$ cat src/rtl/cpu_exec_monitor.sv
// Execution monitor for the tinycpu core: retire counting, self-jump halt detection,
// fetch watchdog and a valid/ready trace FIFO of per-instruction register snapshots.
module cpu_exec_monitor #(
    parameter int unsigned DATA_W      = 8,
    parameter int unsigned DEPTH       = 8,
    parameter int unsigned CNT_W       = 16,
    parameter int unsigned HALT_REPEAT = 2,
    parameter int unsigned TIMEOUT_CYC = 64,
    parameter logic [2:0]  FETCH_CODE  = 3'd0,
    parameter logic [2:0]  EXEC_CODE   = 3'd2
) (
    input  logic                     clk,
    input  logic                     reset,
    input  logic                     enable,
    input  logic                     clear,
    input  logic [2:0]               cpu_state,
    input  logic [1:0]               cpu_op,
    input  logic [DATA_W-1:0]        rA,
    input  logic [DATA_W-1:0]        rB,
    input  logic [DATA_W-1:0]        rM,
    input  logic [DATA_W-1:0]        rP,
    output logic                     trace_valid,
    input  logic                     trace_ready,
    output logic [4*DATA_W-1:0]      trace_data,
    output logic [$clog2(DEPTH):0]   trace_level,
    output logic                     trace_overflow,
    output logic [CNT_W-1:0]         retire_cnt,
    output logic                     halted,
    output logic [DATA_W-1:0]        halt_addr,
    output logic                     timeout
);

    localparam int unsigned AW     = $clog2(DEPTH);
    localparam int unsigned LVL_W  = AW + 1;
    localparam int unsigned SNAP_W = 4 * DATA_W;
    localparam int unsigned REP_W  = $clog2(HALT_REPEAT + 1);
    localparam int unsigned WD_W   = (TIMEOUT_CYC > 0) ? $clog2(TIMEOUT_CYC + 1) : 1;

    logic [2:0]        prev_state_q, prev_state_d;
    logic [AW-1:0]     wr_ptr_q, wr_ptr_d, rd_ptr_q, rd_ptr_d;
    logic [LVL_W-1:0]  level_q, level_d;
    logic              overflow_q, overflow_d;
    logic [CNT_W-1:0]  retire_q, retire_d;
    logic              halted_q, halted_d;
    logic [DATA_W-1:0] halt_addr_q, halt_addr_d;
    logic              timeout_q, timeout_d;
    logic [REP_W-1:0]  rep_q, rep_d;
    logic [DATA_W-1:0] cand_q, cand_d;
    logic [WD_W-1:0]   wd_q, wd_d;
    logic [SNAP_W-1:0] mem_q [DEPTH];

    logic              gate, fetch_entry, exec_entry, push_req, pop, full, push_acc, hit;
    logic [DATA_W-1:0] p_dec;

    assign gate        = enable && !halted_q;
    assign fetch_entry = (cpu_state == FETCH_CODE) && (prev_state_q != FETCH_CODE);
    assign exec_entry  = (cpu_state == EXEC_CODE) && (prev_state_q != EXEC_CODE);
    assign push_req    = gate && fetch_entry;
    assign pop         = (level_q != '0) && trace_ready;
    assign full        = (level_q == LVL_W'(DEPTH));
    // A full FIFO still takes a push when the head leaves in the same cycle.
    assign push_acc    = push_req && (!full || pop) && !clear;
    assign p_dec       = rP - DATA_W'(1);
    assign hit         = gate && exec_entry && (cpu_op == 2'b11) && (p_dec == rM);

    always_comb begin
        prev_state_d = cpu_state;
        wr_ptr_d     = wr_ptr_q;
        rd_ptr_d     = rd_ptr_q;
        level_d      = level_q;
        overflow_d   = overflow_q;
        retire_d     = retire_q;
        halted_d     = halted_q;
        halt_addr_d  = halt_addr_q;
        timeout_d    = timeout_q;
        rep_d        = rep_q;
        cand_d       = cand_q;
        wd_d         = wd_q;

        if (push_acc) begin
            wr_ptr_d = wr_ptr_q + AW'(1);
        end
        if (pop) begin
            rd_ptr_d = rd_ptr_q + AW'(1);
        end
        case ({push_acc, pop})
            2'b10:   level_d = level_q + LVL_W'(1);
            2'b01:   level_d = level_q - LVL_W'(1);
            default: level_d = level_q;
        endcase
        if (push_req && full && !pop) begin
            overflow_d = 1'b1;
        end
        if (push_req && (retire_q != '1)) begin
            retire_d = retire_q + CNT_W'(1);
        end

        if (gate && exec_entry) begin
            if (hit) begin
                if (rM == cand_q) begin
                    rep_d = rep_q + REP_W'(1);
                end else begin
                    rep_d  = REP_W'(1);
                    cand_d = rM;
                end
                if (rep_d == REP_W'(HALT_REPEAT)) begin
                    halted_d    = 1'b1;
                    halt_addr_d = rM;
                end
            end else begin
                rep_d = '0;
            end
        end

        if ((TIMEOUT_CYC != 0) && gate) begin
            if (fetch_entry) begin
                wd_d = '0;
            end else if (wd_q != WD_W'(TIMEOUT_CYC)) begin
                wd_d = wd_q + WD_W'(1);
                if (wd_d == WD_W'(TIMEOUT_CYC)) begin
                    timeout_d = 1'b1;
                end
            end
        end

        // prev_state keeps tracking the core across a clear.
        if (clear) begin
            wr_ptr_d    = '0;
            rd_ptr_d    = '0;
            level_d     = '0;
            overflow_d  = 1'b0;
            retire_d    = '0;
            halted_d    = 1'b0;
            halt_addr_d = '0;
            timeout_d   = 1'b0;
            rep_d       = '0;
            cand_d      = '0;
            wd_d        = '0;
        end
    end

    always_ff @(posedge clk or negedge reset) begin
        if (!reset) begin
            prev_state_q <= FETCH_CODE;
            wr_ptr_q     <= '0;
            rd_ptr_q     <= '0;
            level_q      <= '0;
            overflow_q   <= 1'b0;
            retire_q     <= '0;
            halted_q     <= 1'b0;
            halt_addr_q  <= '0;
            timeout_q    <= 1'b0;
            rep_q        <= '0;
            cand_q       <= '0;
            wd_q         <= '0;
        end else begin
            prev_state_q <= prev_state_d;
            wr_ptr_q     <= wr_ptr_d;
            rd_ptr_q     <= rd_ptr_d;
            level_q      <= level_d;
            overflow_q   <= overflow_d;
            retire_q     <= retire_d;
            halted_q     <= halted_d;
            halt_addr_q  <= halt_addr_d;
            timeout_q    <= timeout_d;
            rep_q        <= rep_d;
            cand_q       <= cand_d;
            wd_q         <= wd_d;
        end
    end

    always_ff @(posedge clk) begin
        if (push_acc) begin
            mem_q[wr_ptr_q] <= {rA, rB, rM, rP};
        end
    end

    assign trace_valid    = (level_q != '0);
    assign trace_data     = trace_valid ? mem_q[rd_ptr_q] : '0;
    assign trace_level    = level_q;
    assign trace_overflow = overflow_q;
    assign retire_cnt     = retire_q;
    assign halted         = halted_q;
    assign halt_addr      = halt_addr_q;
    assign timeout        = timeout_q;

endmodule

$ cat config.mk
export PLATFORM = sky130hd
export DESIGN_NAME = cpu_exec_monitor
export DESIGN_NICKNAME = d
export VERILOG_FILES = /design/src/rtl/cpu_exec_monitor.sv
export SDC_FILE = /design/constraint.sdc
export NUM_CORES = 1
export LEC_CHECK = 0
export ABC_AREA = 0
export ABC_CLOCK_PERIOD_IN_PS = 5400
export BUFFER_PORTS_ARGS = -buffer_cell sky130_fd_sc_hd__buf_4
export CAP_MARGIN = 5
export CORE_AREA = 5 5 215 133
export DETAILED_ROUTE_END_ITERATION = 10
export DIE_AREA = 0 0 220 138
export MAX_ROUTING_LAYER = met4
export PLACE_DENSITY = 0.65
export SLEW_MARGIN = 20
export SYNTH_ARGS = -nofsm -noshare
export SYNTH_HDL_FRONTEND = slang
export SYNTH_SLANG_ARGS = --single-unit
$ cat constraint.sdc
create_clock -name clk -period 5.4 [get_ports clk]
set_input_delay 0.27 -clock clk [delete_from_list [all_inputs] [get_ports clk]]
set_output_delay 0.27 -clock clk [all_outputs]
set_load 0.005 [all_outputs]
==> results.cfg, run 1 <==
[clock_tree]
clock_sinks = 313
clock-root-buffer = clkbuf_16
cts_buffers = 28
htree_levels = 1
clock_path_buffers = 3
clkTransAtPathRegs_ns = 0.07
cts-resized-gates = 0
clk_latency_ns = 0.55
cts_tree = yes

[detailed_routing]
viasPerCell = 5.59
drc = 0
drt-initial-drc-count = 564
dr.pass1.iters = 5
vias = 7244
routedWlPerCell_um = 21.2
ant_nets = 0
wl_um = 27500

[timing]
worst_slew_pin_slew_ns = 1.11
period_share_pct = 64.2
hold_violations = 0
max_freq_mhz = 289
rsz0062_at_grt = no
setup_viol = 0
drv_slew = 0
clock-skew-final_ns = 0.0158
period_minus_slack_ns = 3.46
relSlewSlack_pct = 25.9
finalSetupTns_ns = 0

[synthesis]
synth_ff_type = edfxtp_1
synth_xor_area_share_pct = 2.56
synth_top_area_share_pct = 59.2
ys_warn_count = 0
synthMuxAreaShare_pct = 13.9
synth.area.top_cells = edfxtp_1, mux4_2, dfrtp_1, mux2i_1, nor2_1
ys_seq_area_share_pct = 70.2
synth_top_cell_by_area = edfxtp_1
synthArstFlopShare_pct = 18.2
synth_fa_ha_area_share_pct = 0.867
synthSimpleGateAreaFrac_pct = 7.53
synth_edf_count = 256
synth_compound_area_share_pct = 3.54
yosys_register_bits = 313
syn-num-nets = 833
synth_cell_type_count = 53
synth_top_family_by_area = multiplexers
synth_cells = 782
syn_area_um2 = 13000
avgSynthCellArea_um2 = 16.6

[placed_design]
dp_hpwl_um = 16700
io_buffers = 105
gp_congestion = 0.765
placed_area_um2 = 14200

[critical_path]
end_kind = register
crit_fanout = 24
rrSetupSlack_ns = 2.15
arrival_ns = 3.72
regToRegStartpoint = halted
r2r_end = mem_q[5][19]
crit_type = in2reg
ff2ff_path_depth = 6
required_ns = 5.65
start_kind = primary input

[cells_and_area]
final_cell_mix = edfxtp_1, buf_4, nor2_1
syn_to_final_growth_pct = 18.3
stdcell_area_um2 = 15400
final_common_cell = edfxtp_1
fin_util_pct = 58.6
finish.net_count = 965
drive_gt1_share_pct = 25.6
n_antenna_cell = 0

[floorplanning]
rows = 46
die_height_um = 138
die_area_um2 = 30400
fp.coreArea_um2 = 26200
start_util_pct = 49.5
chipWidth_um = 220
pin_count = 106

[power]
power.density_nw_per_um2 = 372
power_leakage_nw = 5.19
irDropWorstVdd_v = 0.000292

[grt]
grt-ovfl-total = 0
grt.total_usage_pct = 18.8
top_usage_layer = met1
grt_pass1_wl_um = 43600
met3_usage_pct = 3.03
antenna_found_initial = 0
grt_max_degree = 58
grt_pass1_vias = 7400
grt_use_met2_pct = 27.3
met1_usage_pct = 29.1

[min_path]
hp-start = rM[1]
hold_depth = 1
hold_path.class = in2reg
min_to = mem_q[6][9]

[run]
drv_cap = 0

[run_status]
status = completed
-- Yosys cell counts, drive strengths merged, types with 2 or more instances --
| cell type | n |
|---|---|
| a21oi | 28 |
| and4 | 2 |
| or3 | 7 |
| clkbuf | 24 |
| a41oi | 2 |
| a31oi | 5 |
| nand3 | 12 |
| nand2 | 22 |
| nand2b | 12 |
| xor2 | 16 |
| inv | 10 |
| ha | 9 |
| and2 | 3 |
| and3 | 2 |
| dfrtp | 57 |
| xnor2 | 22 |
| o21ai | 33 |
| buf | 13 |
| nor4 | 4 |
| edfxtp | 256 |
| mux4 | 64 |
| nor2 | 72 |
| o31ai | 2 |
| mux2i | 37 |
| nor3 | 24 |
| nand4 | 23 |
-- kinds of logic (layout without fill, tap and decap cells) --
family                   count (synthesis)  in the layout
buffers and inverters                   47            200
multiplexers                           101            101
XOR/XNOR                                38             38
adder cells (fa/ha/maj)                  9              9
AND/OR/NAND/NOR                        193            193
flip-flops                             313            313
AO/OA/AOI/OAI                           81             81
-- layer usage --
| metal | vias to the layer above | wire [um] |
|---|---|---|
| met5 | - | 0 |
| met1 | 3713 | 13300 |
| li1 | 3340 | - |
| met3 | 35 | 1230 |
| met4 | 0 | 436 |
| met2 | 156 | 12600 |
-- repair_timing --
item	4_1_cts	5_1_grt
buffers inserted	0	0
endpoints found under the setup margin	0	0
hold buffers	23	0
endpoints found under the hold margin	210	0
-- how the worst max path moves through the flow --
stage | start | endpoint | slack, ns | depth (start not counted)
2_1_floorplan | cpu_state[1] | mem_q[0][0] | 1.18 | 6
3_3_place_gp | cpu_state[1] | mem_q[1][19] | 1.75 | 7
3_5_place_dp | cpu_state[1] | mem_q[1][5] | 1.73 | 7
4_1_cts | cpu_state[1] | mem_q[1][17] | 1.72 | 8
5_1_grt | cpu_state[1] | mem_q[5][13] | 1.77 | 8
6_report | cpu_state[1] | mem_q[5][19] | 1.94 | 8
-- cell type report --
cell class | instances | area [um2]
fill | 2044 | 10900
sequential | 313 | 9120
multi-input combinational | 422 | 3770
timing repair buffer | 139 | 1100
clock buffer | 33 | 741
tap | 360 | 450
clock inverter | 18 | 144
inverter | 10 | 37.5
-- report_power, final --
group,switching [W],internal (W)
clock,0.000851,0.00107
sequential,0.000101,0.00263
combinational,0.000504,0.000559
-- stage by stage --
stage                     power [W]  hold WS [ns]  cells  worst slack (ns)
after floorplan             0.00335       -0.0256    782              1.18
after global placement      0.00385         0.388   1221              1.75
after detailed placement    0.00386         0.384   1221              1.73
after CTS                   0.00580       0.00578   1295              1.72
after global routing        0.00599        0.0159   1295              1.77
final                       0.00572        0.0312   1295              1.94
-- registers in the layout, indices dropped and copies added, names as in the netlist --
signal,cells
halted,1
mem_q,256
rd_ptr_q,3
trace_level,4
trace_overflow,1
prev_state_q,3
cand_q,8
rep_q,2
wr_ptr_q,3
retire_cnt,16
halt_addr,8
timeout,1
wd_q,7
-- worst max-delay path, cell delays in order --
cell	delay [ns]
dlygate4sd3_1	0.53
buf_4	0.14
or3_4	0.39
or3_1	0.46
nor3_1	0.38
nand2_1	0.32
nor2_4	0.87
buf_4	0.34
No activity file was read; power rests on OpenSTA's default activity.
==> run 2, diff against run 1 <==
--- a/config.mk
+++ b/config.mk
@@ -6,7 +6,7 @@
 export NUM_CORES = 1
 export LEC_CHECK = 0
 export ABC_AREA = 0
-export ABC_CLOCK_PERIOD_IN_PS = 5400
+export ABC_CLOCK_PERIOD_IN_PS = 3300
 export BUFFER_PORTS_ARGS = -buffer_cell sky130_fd_sc_hd__buf_4
 export CAP_MARGIN = 5
 export CORE_AREA = 5 5 215 133
==> constraint.sdc (replaced) <==
create_clock -name clk -period 3.3 [get_ports clk]
set_input_delay 0.165 -clock clk [delete_from_list [all_inputs] [get_ports clk]]
set_output_delay 0.165 -clock clk [all_outputs]
set_load 0.005 [all_outputs]
==> run 2 against run 1 <==
Compared with the run above: register-to-register slack got worse by 1.5 ns; utilization is 1.1 points higher; worst setup slack worse by 1.4 ns; critical path type is now reg2out; global-route usage rose by 0.12 points; cell count increased by 1.9%; worst hold slack improved by 0.080 ns; design area grew 1.8%; via count grew 3.7%; die area stayed put; power increased by 64%.
==> results.cfg, run 2 (synthesis gave the netlist of run 1 again) <==
[timing]
period_minus_slack_ns = 2.80
setup_viol = 0
rsz0062_at_grt = no
max_freq_mhz = 357
worst_slew_pin_slew_ns = 0.949
clock-skew-final_ns = 0.0267
finalSetupTns_ns = 0
relSlewSlack_pct = 36.3
period_share_pct = 84.8
hold_violations = 0
drv_slew = 0

[run]
drv_cap = 0

[clock_tree]
clk_latency_ns = 0.56
cts_tree = yes
htree_levels = 1
clock_path_buffers = 3
clock_sinks = 313
cts_setup_buffers = 0
cts_buffers = 29
clock-root-buffer = clkbuf_16
clkTransAtPathRegs_ns = 0.06
hold_buffers = 37
cts-resized-gates = 0

[critical_path]
crit_type = reg2out
setup.worst_path.end = trace_data[12]
critPathBufInv = 2
required_ns = 3.13
path_cells = buf_4 > mux4_2 > mux2i_1 > nor2_1 > buf_4
end_kind = output port
cp.depth = 5
rrSetupSlack_ns = 0.69
r2r_end = trace_level[3]
start_kind = register
crit_fanout = 27
cp_common_cell = buf_4
cpMaxStageDelayCell = dfrtp_4
crit_start = rd_ptr_q[0]
arrival_ns = 2.63
regToRegStartpoint = halted
cpLargestDelayFamily = flip-flops
max_stage_delay_ns = 0.78
ff2ff_path_depth = 10

[floorplanning]
chipWidth_um = 220
die_height_um = 138
rows = 46
start_util_pct = 49.5
fp.coreArea_um2 = 26200
pin_count = 106
die_area_um2 = 30400

[power]
power.density_nw_per_um2 = 599
power_leakage_nw = 5.29
irDropWorstVdd_v = 0.000428
total_power_w = 0.00938

[cells_and_area]
multiInputGateArea_um2 = 3770
n_antenna_cell = 0
fill_cells = 1978
final_cell_mix = edfxtp_1, buf_4, nor2_1
finish.net_count = 988
regArea_um2 = 9120
syn_to_final_growth_pct = 20.5
finalNonFillerCells = 1319
drive_gt1_share_pct = 26.1
regMostFlops = mem_q
largest_reg_flops = 256
final_common_cell = edfxtp_1

[detailed_routing]
dr.pass1.iters = 4
drt-initial-drc-count = 538
ant_nets = 0
vias = 7515
wl_um = 28000
drc = 0
viasPerCell = 5.70
routedWlPerCell_um = 21.2

[grt]
grt-ovfl-total = 0
grt_pass1_wl_um = 44100
grt_pass1_vias = 7766
grt.total_usage_pct = 18.9
grt_max_degree = 58
antenna_found_initial = 0

[placed_design]
gp_congestion = 0.813
post-place-cells = 1229
dp_hpwl_um = 17300
io_buffers = 105

[min_path]
hold_path.class = in2reg

[run_status]
status = completed
run 2: cell types whose count changed in the layout (fill, tap and decap cells not counted), moves of 2 or more:
cell           delta
buf_12            +7
clkinv_2          +3
clkbuf_1          +2
clkinv_1          -3
dlygate4sd3_1    +14
run 2: worst min path at each step:
stage	to	slack [ns]	from	cells past startpoint
final	timeout	0.11	clear	2
after global routing	halted	0.11	clear	2
after detailed placement	halt_addr[1]	0.28	reset	1
after CTS	halted	0.08	clear	2
after global placement	halt_addr[1]	0.26	reset	1
after floorplan	cand_q[0]	-0.13	reset	0
run 2: power breakdown:
part           internal (W)  switching (W)  total [W]
Combinational      0.000947       0.000871    0.00182
Sequential          0.00431       0.000119    0.00443
Clock               0.00172        0.00141    0.00313
Total               0.00698        0.00240    0.00938
run 2: metal layers:
layer / vias up / GRT usage, % / share of wire [%]
met5: - / - / 0
met4: 0 / 3.97 / 1.9
met3: 51 / 3.01 / 4.9
met2: 236 / 29.7 / 48
met1: 3845 / 26.7 / 45
li1: 3383 / - / -
run 2: stage by stage:
stage	utilization, %	instance area [um2]	hold slack (ns)	setup WS, ns
6_report	59.6	15600	0.111	0.501
5_1_grt	59.6	15600	0.108	0.313
2_1_floorplan	-	13000	-0.131	0.0413
4_1_cts	59.6	15600	0.0780	0.393
3_5_place_dp	54.9	14400	0.278	0.555
3_3_place_gp	54.9	14400	0.257	0.561
run 2: area by class of cell:
type,instances,share of cell area [%]
Clock buffer,36,4.87
Clock inverter,17,0.752
Inverter,10,0.240
Multi-Input combinational cell,422,24.1
Sequential cell,313,58.3
Tap cell,360,2.88
Timing Repair Buffer,161,8.87
run 2: worst register-to-register path: cells and delay by family (launching register included):
family,cells,cell delay (ns)
adders and majority gates,1,0.34
muxes,1,0.17
xor gates and xnor gates,1,0.16
DFF,1,0.40
AOI/OAI and AO/OA,2,0.22
and+or+nand+nor,5,1.18
